===== src/rtl/custom_busmatrix_qos_arbiter.sv =====
// rtl/custom_busmatrix_qos_arbiter.sv - three-port AHB bus-matrix arbiter with priority, aging and burst/lock hold
module custom_busmatrix_qos_arbiter #(
   parameter int AGE_LIMIT       = 15,
   parameter int INCR_HOLD_BEATS = 4
) (
   input  logic       HCLK,
   input  logic       HRESET,
   input  logic       req_port0,
   input  logic       req_port1,
   input  logic       req_port2,
   input  logic [1:0] prio_port0,
   input  logic [1:0] prio_port1,
   input  logic [1:0] prio_port2,
   input  logic       HREADYM,
   input  logic       HSELM,
   input  logic [1:0] HTRANSM,
   input  logic [2:0] HBURSTM,
   input  logic       HMASTLOCKM,
   output logic [1:0] addr_in_port,
   output logic       no_port,
   output logic       grant_change
);

   localparam logic [3:0] AGE_MAX  = 4'(AGE_LIMIT);
   localparam logic [3:0] INCR_REM = 4'(INCR_HOLD_BEATS - 1);

   localparam logic [1:0] TR_IDLE   = 2'b00;
   localparam logic [1:0] TR_NONSEQ = 2'b10;
   localparam logic [1:0] TR_SEQ    = 2'b11;

   logic [3:0] remain;
   logic [3:0] next_remain;
   logic       hold;
   logic [2:0] req;
   logic [1:0] prio     [3];
   logic [2:0] eff      [3];
   logic [3:0] age      [3];
   logic [3:0] age_nxt  [3];
   logic [1:0] ord      [3];
   logic       found;
   logic [1:0] win;
   logic [2:0] best;
   logic [1:0] nxt_addr;
   logic       nxt_none;

   assign req     = {req_port2, req_port1, req_port0};
   assign prio[0] = prio_port0;
   assign prio[1] = prio_port1;
   assign prio[2] = prio_port2;

   function automatic logic [1:0] next_port(input logic [1:0] p);
      return (p == 2'd2) ? 2'd0 : p + 2'd1;
   endfunction

   // Beats still owed by the current burst after this transfer completes
   always_comb begin
      next_remain = remain;
      if (!HSELM || HTRANSM == TR_IDLE) begin
         next_remain = 4'd0;
      end else if (HTRANSM == TR_NONSEQ) begin
         case (HBURSTM)
            3'b000:         next_remain = 4'd0;
            3'b001:         next_remain = INCR_REM;
            3'b010, 3'b011: next_remain = 4'd3;
            3'b100, 3'b101: next_remain = 4'd7;
            default:        next_remain = 4'd15;
         endcase
      end else if (HTRANSM == TR_SEQ) begin
         next_remain = (remain != 4'd0) ? remain - 4'd1 : 4'd0;
      end
   end

   assign hold = (next_remain != 4'd0) | HMASTLOCKM;

   // Effective priority, round-robin search order and next grant decision
   always_comb begin
      for (int n = 0; n < 3; n++) begin
         eff[n] = (age[n] == AGE_MAX) ? 3'd4 : {1'b0, prio[n]};
      end
      ord[0] = no_port ? 2'd0 : next_port(addr_in_port);
      ord[1] = next_port(ord[0]);
      ord[2] = next_port(ord[1]);
      found  = 1'b0;
      win    = 2'd0;
      best   = 3'd0;
      for (int k = 0; k < 3; k++) begin
         if (req[ord[k]] && (!found || eff[ord[k]] > best)) begin
            found = 1'b1;
            best  = eff[ord[k]];
            win   = ord[k];
         end
      end
      nxt_addr = addr_in_port;
      nxt_none = no_port;
      if (!hold) begin
         if (found) begin
            nxt_addr = win;
            nxt_none = 1'b0;
         end else if (no_port || !HSELM) begin
            nxt_none = 1'b1;
         end
      end
      for (int n = 0; n < 3; n++) begin
         if (!req[n] || (!nxt_none && nxt_addr == 2'(n))) begin
            age_nxt[n] = 4'd0;
         end else if (age[n] == AGE_MAX) begin
            age_nxt[n] = age[n];
         end else begin
            age_nxt[n] = age[n] + 4'd1;
         end
      end
   end

   // State advances only on completed transfers; the change pulse is refreshed every edge
   always_ff @(posedge HCLK) begin
      if (HRESET) begin
         addr_in_port <= 2'd0;
         no_port      <= 1'b1;
         grant_change <= 1'b0;
         remain       <= 4'd0;
         for (int n = 0; n < 3; n++) age[n] <= 4'd0;
      end else begin
         grant_change <= HREADYM & ({nxt_none, nxt_addr} != {no_port, addr_in_port});
         if (HREADYM) begin
            addr_in_port <= nxt_addr;
            no_port      <= nxt_none;
            remain       <= next_remain;
            for (int n = 0; n < 3; n++) age[n] <= age_nxt[n];
         end
      end
   end

endmodule


===== config.mk =====
export PLATFORM = sky130hd
export DESIGN_NAME = custom_busmatrix_qos_arbiter
export DESIGN_NICKNAME = d
export VERILOG_FILES = /design/src/rtl/custom_busmatrix_qos_arbiter.sv
export SDC_FILE = /design/constraint.sdc
export NUM_CORES = 1
export LEC_CHECK = 0
export CAP_MARGIN = 30
export CORE_ASPECT_RATIO = 0.5
export CORE_MARGIN = 4
export CORE_UTILIZATION = 45
export CTS_CLUSTER_DIAMETER = 50
export DETAILED_ROUTE_END_ITERATION = 10
export PLACE_DENSITY = 0.7
export SKIP_LAST_GASP = 1
export SYNTH_ARGS = -nofsm -noshare
export SYNTH_HDL_FRONTEND = slang
export SYNTH_SLANG_ARGS = --single-unit

===== constraint.sdc =====
create_clock -name HCLK -period 5.3 [get_ports HCLK]
set_input_delay 0.53 -clock HCLK [delete_from_list [all_inputs] [get_ports HCLK]]
set_output_delay 0.53 -clock HCLK [all_outputs]
set_load 0.03 [all_outputs]

### Yosys cells after proc, flatten, opt, wreduce, memory -nomap -nowiden

Memory sizes are Yosys's and may differ from the RTL's.
Index checks and enable logic that the tools add are counted.

| cells by class | value |
|---|---|
| add/subtract/negate cells | 7 |
| $mul | 0 |
| div/mod/pow operators | 0 |
| magnitude comparators | 8 |
| equality and inequality tests | 16 |
| shift operators | 0 |
| multiplexer cells | 54 |
| bitwise operators | 8 |
| reduce and logical (&&, ||, !) cells | 26 |

Operators with widths:

| operator | number |
|---|---|
| 2-to-1 mux 4 bit | 13 |
| 2-to-1 mux 3 bit | 11 |
| binary-select mux 3 bit (select 2 bit) | 3 |
| 2-to-1 mux 2 bit | 9 |
| 2-to-1 mux 1 bit | 14 |
| adder 4 x 1 -> 4 bit, second input constant | 3 |
| equality test 2 bit, second input constant | 6 |
| equality test 4 bit, second input constant | 3 |
| case mux 4 bit (3 select lines) | 1 |
| >= comparator 3 bit, second input constant | 3 |
| < comparator 2 x 3 -> 1 bit, second input constant | 3 |
| NOT 2 -> 3 bit | 3 |
| nonzero test 4 bit | 2 |
| logical NOT 1 bit | 7 |
| logical OR 1 bit | 7 |
| adder 2 x 1 -> 2 bit, second input constant | 3 |
| binary-select mux 1 bit (select 2 bit) | 3 |
| equality test 3 x 2 -> 1 bit, second input constant | 2 |
| equality test 3 bit, second input constant | 2 |
| > comparator 3 bit | 2 |
| logical AND 1 bit | 5 |
| logical NOT 2 bit | 2 |
| bitwise OR 1 bit | 4 |
| subtractor 4 x 1 -> 4 bit, second input constant | 1 |
| other kinds (7) | 7 |

| word-level totals | value |
|---|---|
| bits in registers | 8 |
| latch bits | 0 |
| memory bits (writable) | 12 |
| memory bits (read-only) | 0 |
| bits of input ports | 19 |
| word-level logic and storage cells | 124 |
| memories kept | 1 |

Memories:

| name | words | width | read ports | clocked after memory_dff | wr ports | RTL line | text |
|---|---|---|---|---|---|---|---|
| age | 3 | 4 | 3 | 0 | 3 | 37 | `logic [3:0] age [3];` |

### Depth between registers and ports, before layout

| logic depth | value |
|---|---|
| depth in word-level cells | 24 |
| gate-level depth with buffers | 23 |
| depth with buffers taken out | 23 |

### Worst setup path after synthesis

No wires, ideal clock.

| timing path | value |
|---|---|
| path kind | register to register |
| from | register, netlist name addr_in_port[0] |
| to | memory age[2][2], in the netlist age[0][10] (enable) |
| library setup time | 0.265 ns |
| arrival | 4.738 ns |
| setup slack | 0.297 ns |
| stages on the path, launching flop included | 23 |
| buffers on the path | 3 |
| path through | dfxtp_1 clkbuf_8 clkbuf_1 clkbuf_1 nand3_1 o21ai_0 a21oi_1 ha_1 and3b_1 o21ai_1 nand3_1 o21ai_0 a211oi_1 nand2_1 o21a_1 ha_1 nand3_1 a21boi_1 o211ai_1 a21oi_1 nor3_1 o21a_2 o32a_1 |

RTL lines:

| what | RTL line |
|---|---|
| end: declaration | 37 |

==> flow_metrics.tcl <==
set metrics [dict create \
    status "completed" \
    cts_setup_buffers 0 \
    drc 0 \
    power.internal_uw 323.8 \
    synthSimpleGateAreaFrac 0.2623 \
    comb_power_share 0.379 \
    end_kind "flop" \
    grt_pass1_wl_um 7355 \
    synth_top_area_frac 0.1923 \
    synth_warnings 0 \
    synth.largest_area_cell "edfxtp_1" \
    cp_common_cell "a21oi_1" \
    gr-usage-met3 0.02975 \
    reg2reg_slack_ns 0.44 \
    dp_hpwl_um 3494 \
    whs_ns 0.5560 \
    irDropWorstVdd_uv 106.0 \
    ys_types 56 \
    p_leak_uw 0.0008919 \
    routed_wl_um 4342 \
    final_cells 310 \
    crit-reg2reg-capture "age[0][11]" \
    drt-initial-drc-count 105 \
    tns_ns 0 \
    power.density_nw_per_um2 212.3 \
    drv_cap 0 \
    rr_worst_depth 21 \
    hold_viol 0 \
    die_area_um2 5324 \
    worst_slack_ns 0.3185 \
    placed_cells 306 \
    busiest_layer "met2" \
    fin_crit_sh 0.9399 \
    initial_core_util 0.4729 \
    io_buffers 22 \
    critPathKind "in2reg" \
    gp_congestion 0.8731 \
    p_sw_uw 157.0 \
    first_pass_iters 4 \
    yosys.area_share.adder 0.06676 \
    clock-root-buffer "clkbuf_8" \
    pin_count 23 \
    clkTransAtPathRegs_ns 0.07 \
    cp.arrival_ns 4.93 \
    avgSynthCellArea_um2 8.257 \
    ctsHoldBuffers 0 \
    synthXorXnorAreaFrac 0.02804 \
    placed_area_um2 2192 \
    grt_pass1_vias 1618 \
    gr-total-overflow 0 \
    wl_per_cell_um 14.01 \
    cts_made_buffers 3 \
    swShare 0.3266 \
    dp_slack_ns -0.004473 \
    critPathTopFamily "compound AO/OA/AOI/OAI gates" \
    clkPwrFrac 0.241 \
    max_freq_mhz 200.7 \
    area_delta_synth_final_pct 20.83 \
    reg2reg_from "addr_in_port[0]" \
    max_stage_delay_ns 0.48 \
    rsz0062_at_grt "no" \
    yosysSeqAreaShare 0.2777 \
    synth_top_family_by_area "compound AO/OA/AOI/OAI gates" \
    synth_compound_area_frac 0.2724 \
    grtUsageMet1 0.2337 \
    viasPerCell 5.690 \
    drive_gt1_frac 0.1406 \
    clk_latency_ns 0.26 \
    synthTopCellsByArea "edfxtp_1, dfxtp_1, ha_1, nand2_1, nor2_1" \
    row_count 16 \
    synthArstFlopShare 0 \
    setup_viol 0 \
    holdPathStages 2 \
    syn_area_um2 1874 \
    cts.sinks 20 \
    antennaDiodeCount 0 \
    vias 1764 \
    grt_max_degree 16 \
    synth_nets 256 \
    required_ns 5.25 \
    fin_area_um2 2265 \
    antenna_left 0 \
    crit_chain "clkdlybuf4s50_1, nor2b_1, a21oi_1, nor2_1, a21oi_1, a211o_1, ha_1, and3b_1, o21ai_2, a21oi_1, nor3_1, a211oi_1, buf_4, nor2_1, a21oi_1, ha_1, a21oi_1, a21boi_1, o211a_1, o41ai_1, o21a_2, o21a_2, o32a_1" \
    cts_tree "yes" \
    seqPwrFrac 0.380 \
    grt_usage 0.1689 \
    ys.flop_type "edfxtp_1" \
    core_um2 3964 \
    antenna_found_initial 0 \
    period_minus_slack_ns 4.981 \
    clk_path_buf_depth 2 \
    slew_violations 0 \
    synth_mux_area_frac 0.04272 \
    crit_slowest_cell "clkdlybuf4s50_1" \
    slew_headroom 0.6080 \
    yosys_register_bits 20 \
    fin_nets 286 \
    dieHeight_um 53.64 \
    use_met2 0.2867 \
    h-tree-depth 1 \
    die-width_um 99.27 \
    hold_start "addr_in_port[1]" \
    finalClockSkew_ns 0.005012 \
    hold_path.class "reg2reg" \
    syn_inst 227 \
    startpoint_type "primary input" \
    worst_slew_pin_slew_ns 0.5858 \
    synth_edf_count 12 \
    worst-path-buf-inv 2 \
    crit_fanout 5 \
    min_to "addr_in_port[1]" \
]
==> worst max path at each step <==
stage	from	cells after the start	endpoint
floorplan	addr_in_port[0]	22	age[0][10]
global placement	req_port1	22	age[0][10]
detailed placement	req_port1	22	age[0][10]
CTS	req_port1	22	age[0][11]
global route	req_port1	23	age[0][11]
finish	req_port1	23	age[0][11]
==> worst reg2reg max path, stage by stage (launching register included) <==
cell and delay (ns):
dfxtp_1 0.58, buf_4 0.28, mux2i_1 0.20, nor2_1 0.05, a211o_1 0.24, ha_1 0.30
and3b_1 0.21, o21ai_2 0.19, a21oi_1 0.09, nor3_1 0.14, a211oi_1 0.06, buf_4 0.18
nor2_1 0.08, a21oi_1 0.05, ha_1 0.31, a21oi_1 0.20, a21boi_1 0.15, o211a_1 0.25
o41ai_1 0.26, o21a_2 0.25, o21a_2 0.20, o32a_1 0.27
==> metal layers <==
layer,routed length (µm),up-vias
li1,-,908
met1,2249,819
met2,1860,32
met3,206,5
met4,25,0
met5,0,-
==> sequential cells by signal (all words and copies together) (netlist names) <==
register	flops
grant_change	1
addr_in_port	2
age	12
no_port	1
remain	4
==> placed cells by master, fill, tap and decap left out, drive strengths merged, types with 2 or more instances in the layout <==
cell type / instances
inv: 7
o21a: 4
a21oi: 15
a22oi: 2
a211o: 4
o211a: 2
nor3b: 3
nand3b: 2
clkdlybuf4s50: 22
mux2i: 8
and2: 2
or3: 4
clkbuf: 4
nor2b: 2
nand2b: 3
xnor2: 3
o211ai: 5
a211oi: 2
dfxtp: 8
a21o: 3
o32a: 3
a311oi: 3
nand3: 11
xor2: 3
nand2: 25
buf: 13
a21boi: 4
edfxtp: 12
o21ai: 15
a221oi: 2
a31oi: 3
ha: 10
nor3: 14
nor2: 24
==> synth_stat cells, drive strengths merged (4+ instances only) <==
cell,n
ha,10
edfxtp,12
dfxtp,8
a21oi,15
o211ai,5
clkbuf,6
nand2,25
o21a,4
o21ai,15
or3,4
mux2i,8
nor3,14
inv,7
nor2,24
nand3,11
a21boi,4
a211o,4
==> timing repair <==
item                                   CTS  global route
endpoints found under the hold margin    0             0
setup endpoints to repair                0            12
gates resized for setup                  0             4
==> power by group through the flow <==
| stage | registers [µW] | clock network [µW] | logic [µW] |
|---|---|---|---|
| floorplan | 187 | 0 | 121 |
| finish | 183 | 116 | 182 |
| CTS | 182 | 119 | 179 |
| detailed placement | 186 | 0 | 178 |
| global route | 184 | 127 | 201 |
| global placement | 186 | 0 | 175 |
==> layout make-up <==
| cell class | instances | area [µm²] |
|---|---|---|
| multi-input combinational | 190 | 1277 |
| sequential | 20 | 520.5 |
| tap | 54 | 67.56 |
| inverter | 7 | 26.28 |
| clock buffer | 4 | 55.05 |
| fill | 378 | 1699 |
| timing repair buffer | 35 | 317.8 |
==> cells by family (layout without fill, tap and decap cells) <==
logic type / after synthesis / after routing
AO/OA/AOI/OAI: 69 / 69
multiplexers: 8 / 8
adder cells (fa/ha/maj): 10 / 10
buffers and inverters: 17 / 46
XOR/XNOR: 6 / 6
flip-flops: 20 / 20
AND/OR/NAND/NOR: 97 / 97
==> metrics by stage <==
stage                 util  total power (µW)
CTS                 0.5669             480.8
finish              0.5713             480.8
detailed placement  0.5530             364.0
global route        0.5713             512.1
global placement    0.5530             360.5
floorplan                -             308.1
No activity file was read; power rests on OpenSTA's default activity.
